**config.mk**
```make
export PLATFORM = sky130hd
export DESIGN_NAME = shf_iter_unit
export DESIGN_NICKNAME = d
export VERILOG_FILES = /design/src/rtl/shf_iter_unit.sv
export SDC_FILE = /design/constraint.sdc
export NUM_CORES = 1
export LEC_CHECK = 0
export BUFFER_PORTS_ARGS = -buffer_cell sky130_fd_sc_hd__buf_2
export CAP_MARGIN = 30
export CORE_ASPECT_RATIO = 1.25
export CORE_MARGIN = 3
export CORE_UTILIZATION = 48
export DETAILED_ROUTE_END_ITERATION = 8
export PLACE_DENSITY = 0.82
export SETUP_SLACK_MARGIN = 0.2
export SKIP_LAST_GASP = 1
export SYNTH_ARGS = -nofsm -noshare
export SYNTH_HDL_FRONTEND = slang
export SYNTH_SLANG_ARGS = --single-unit
```
**constraint.sdc**
```tcl
create_clock -name clk -period 1.75 [get_ports clk]
set_clock_uncertainty 0.05 [all_clocks]
set_input_delay 0.35 -clock clk [delete_from_list [all_inputs] [get_ports clk]]
set_output_delay 0.35 -clock clk [all_outputs]
set_load 0.03 [all_outputs]
```
**src/rtl/shf_iter_unit.sv**
```systemverilog
// rtl/shf_iter_unit.sv - iterative shift/rotate/swap unit, one position per clock
module shf_iter_unit #(
    parameter int WIDTH = 8,
    parameter int AMT_W = 3
) (
    input  logic             clk,
    input  logic             rst_n,
    input  logic             start,
    output logic             in_ready,
    input  logic [WIDTH-1:0] d,
    input  logic [2:0]       s,
    input  logic [AMT_W-1:0] amt,
    output logic [WIDTH-1:0] y,
    output logic             done,
    output logic             busy
);

    localparam int H = WIDTH / 2;
    localparam logic [AMT_W-1:0] CNT_ONE = AMT_W'(1);

    typedef enum logic [1:0] {
        IDLE  = 2'd0,
        SHIFT = 2'd1,
        DONE  = 2'd2
    } state_t;

    state_t           state, state_nxt;
    logic [WIDTH-1:0] opr;
    logic [2:0]       mode;
    logic [AMT_W-1:0] cnt;

    function automatic logic [WIDTH-1:0] step(input logic [WIDTH-1:0] v, input logic [2:0] m);
        logic [WIDTH-1:0] r;
        r = v;
        case (m)
            3'd1:    r = {1'b0, v[WIDTH-1:1]};
            3'd2:    r = {v[WIDTH-2:0], 1'b0};
            3'd3:    r = {v[0], v[WIDTH-1:1]};
            3'd4:    r = {v[WIDTH-2:0], v[WIDTH-1]};
            3'd5:    r = {v[WIDTH-1], v[WIDTH-1:1]};
            3'd6:    r = {v[H-1:0], v[WIDTH-1:H]};
            default: r = v;
        endcase
        return r;
    endfunction

    always_ff @(posedge clk or negedge rst_n) begin
        if (!rst_n) begin
            state <= IDLE;
        end else begin
            state <= state_nxt;
        end
    end

    always_comb begin
        state_nxt = state;
        case (state)
            IDLE:    if (start) state_nxt = SHIFT;
            SHIFT:   if (cnt == '0) state_nxt = DONE;
            DONE:    state_nxt = IDLE;
            default: state_nxt = IDLE;
        endcase
    end

    // y is only written when the count is exhausted, so intermediate steps stay hidden
    always_ff @(posedge clk or negedge rst_n) begin
        if (!rst_n) begin
            opr  <= '0;
            mode <= '0;
            cnt  <= '0;
            y    <= '0;
        end else begin
            case (state)
                IDLE: begin
                    if (start) begin
                        opr  <= d;
                        mode <= s;
                        cnt  <= amt;
                    end
                end
                SHIFT: begin
                    if (cnt != '0) begin
                        opr <= step(opr, mode);
                        cnt <= cnt - CNT_ONE;
                    end else begin
                        y <= opr;
                    end
                end
                default: ;
            endcase
        end
    end

    assign in_ready = (state == IDLE);
    assign busy     = ~in_ready;
    assign done     = (state == DONE);

endmodule

```
==> results by group <==
Layout
  • Nets: 189
  • Synth-to-layout area growth: 25.60%
  • Ratio of cells with drive above 1 in the final layout: roughly 45%
  • N_diodes: 0
  • Fillers: 211
  • Final design utilization: between 60% and 70%

Floorplanning
  • Core Region: 2552 sq um
  • Starting utilization of the core area: 52.84%
  • Die W: 53.41 um
  • # rows: 20
  • Die Area: 3486 sq um
  • DIE HEIGHT: 65.27 um
  • Ports: 28

Route
  • Vias per inst: 5.743
  • Drt wl/cell: 16.14 um
  • Met3 wire length: 250 um
  • Met2 Routed Length: 1593 um
  • Top Metal Used: met4
  • DRT met1 WL: 1316 um
  • Routed wire length: 3261 um
  • Via count: 1160
  • Drc violations: 0
  • Routed Antenna Nets: 0
  • Detailed Routing Iterations Pass 1: 4
  • First DRT Iteration DRCs: 52

Synthesis
  • Mapped Nets: 151
  • Average size of a mapped cell: roughly 10 sq um
  • Syn Inst Count: 132
  • Post-Synth Simple-Gate Area: about an eighth
  • Yosys warns: 0
  • Seq/Total Area, Yosys: 44.53%
  • Post-Synth Adder-Cell Area: 1.855%
  • Main combinational cell family by area after synthesis: compound AO/OA/AOI/OAI gates
  • Most area-consuming cells after synthesis: dfrtp_1 (45%), mux2_2 (8.3%), o21ai_0 (4.8%)
  • Post-synthesis mux area share: a little under an eighth
  • FF+latch count, synth: 24
  • Synth area leader: dfrtp_1
  • Post-synth top area share: between 40% and 50%
  • Syn Std Cell Area: 1349 sq um
  • Synth Area in Compound Gates: 22.45%
  • Xor and xnor area share after synthesis: 0.6494%
  • Netlist cell types: 39

Place
  • GPL Wtd Cong: ~0.84
  • I/O Buffers: 27
  • Detail Placement HPWL: 2254 um

CTS
  • H-Tree Level Count: 1
  • Clk sinks: 24
  • Root buf cell: clkbuf_4
  • Worst-path clk slew: around 0.13 ns
  • CTS max path bufs: 2
  • CTS tree: yes
  • CTS Buf Count: 3
  • Worst-skew pair later-pin latency: 0.31 ns

STA
  • Highest Clock Rate: approximately 0.6 GHz
  • Worst slew pin tran: 0.5444 ns
  • Clock period minus worst slack: 1.674 ns
  • Final period util: between 90% and 100%
  • Max Slew Vio Count: 0
  • Setup TNS: 0 ns
  • RSZ-0062 raised after global routing: yes
  • Worst slew margin: 63.70%
  • Final Setup Violations: 0
  • Hold Violations, Final: 0

Status
  • Status: complete, no violations

Critical path
  • CP required: 1.91 ns
  • CP endpoint kind: register
  • Setup CP Type: register to register
  • Critical Path End: opr[0]
  • CP Launch Point: cnt[1]
  • Critical path peak fanout: 7
  • Worst Path Arrival: about 1.8 ns
  • Path depth of the worst reg2reg path: 7
  • Critical Path Source Type: register
  • Worst R2R End: opr[0]
  • Critical R2R Launch: cnt[1]
  • FF-to-FF setup slack: 0.08 ns

GRT
  • Initial antenna violation count: 0
  • First-pass GRT wire length: 5078 um
  • Largest net degree at the start of global routing: 25
  • GRT overflow: 0
  • GRT Total Usage: 19.50%
  • Vias in the first global route: 1112

Min path
  • Worst min path class: input port to register

Flow run
  • Maxcap violations: 0
==> cell type report <==
class                   instances  area [sq um]  share of cell area, %
flip-flops and latches         24         605.6                  35.75
inverters                       6         22.52                  1.329
clock buffers                   4         36.28                  2.142
well taps                      33         41.29                  2.437
multi-input cells              94         729.5                  43.06
repair buffers                 41         259.0                  15.29
==> how the worst min path moves through the flow <==
stage                     startpoint       to  cells past startpoint
final                           s[0]  mode[0]                      3
after floorplan                rst_n   cnt[0]                      0
after detailed placement       rst_n  mode[0]                      1
after global routing            s[0]  mode[0]                      3
after global placement         rst_n   cnt[2]                      1
after CTS                       s[0]  mode[0]                      3
==> metrics by stage <==
step / std cells / area (sq um) / hold WS [ns] / setup slack [ns]
after floorplan: 132 / 1354 / 0.004409 / 0.09256
after global placement: 192 / 1531 / 0.3020 / 0.1540
after detailed placement: 192 / 1531 / 0.3155 / 0.08714
after CTS: 200 / 1632 / 0.1782 / 0.1058
after global routing: 202 / 1694 / 0.2070 / 0.02911
final: 202 / 1694 / 0.1788 / 0.07645
==> metal layers <==
layer,vias up,track usage [%]
met5,-,0
met4,0,7.668
met3,12,3.175
met2,55,31.75
met1,539,25.33
li1,554,-
==> worst max-delay path: stages (launching register included) <==
cell and delay [ns]:
dfrtp_1 0.38, inv_2 0.06, ha_4 0.16, nor2b_4 0.12, a211o_1 0.30, inv_2 0.10, nand2b_4 0.10, mux2_4 0.31
==> synthesized netlist by cell type, drive strengths merged <==
library cell / number
a211o: 2
a32oi: 1
and2b: 2
mux2: 12
o31ai: 4
a22oi: 1
buf: 6
mux2i: 1
and2: 3
clkbuf: 2
ha: 2
nor3b: 1
a311oi: 1
and3: 1
o21ai: 13
a22o: 1
xnor2: 1
a211oi: 1
o21a: 1
o21bai: 1
dfrtp: 24
a221o: 5
a21oi: 12
inv: 6
nor2: 15
nand2: 2
nor2b: 1
nand3b: 1
nand2b: 3
o2111ai: 1
a221oi: 1
and3b: 1
nor3: 3
==> repair_timing <==
| action | in CTS | in global routing |
|---|---|---|
| hold buffers | 1 | 0 |
| gates resized for setup | 10 | 20 |
| setup endpoints to repair | 19 | 21 |
| hold endpoints to repair | 24 | 0 |
| pin swaps | 1 | 5 |
| setup buffers | 3 | 2 |
| gates cloned | 0 | 0 |
==> layout by cell type, fill, tap and decap left out, drive strengths merged, types with 2 or more instances in the layout <==
cell type / Yosys / layout
buf: 6 / 40
dfrtp: 24 / 24
nor2: 15 / 15
o21ai: 13 / 13
a21oi: 12 / 12
mux2: 12 / 12
inv: 6 / 6
a221o: 5 / 5
o31ai: 4 / 4
clkbuf: 2 / 4
and2: 3 / 3
nand2b: 3 / 3
nor3: 3 / 3
and2b: 2 / 2
nand2: 2 / 2
a211o: 2 / 2
ha: 2 / 2
==> state kept, by name, summed over array words and instances, names as in the netlist <==
register / count
opr: 8
y: 8
cnt: 3
state: 2
mode: 3
==> cells by family (layout without fill, tap and decap cells) <==
logic type / after synthesis / count (layout)
DFF: 24 / 24
adders and majority gates: 2 / 2
buffers and inverters: 14 / 51
and+or+nand+nor: 33 / 33
muxes: 13 / 13
xor gates and xnor gates: 1 / 1
AOI/OAI and AO/OA: 45 / 45
Power is not shown: default switching activity piles up to over one toggle a cycle in this logic, so the estimate is an artifact.
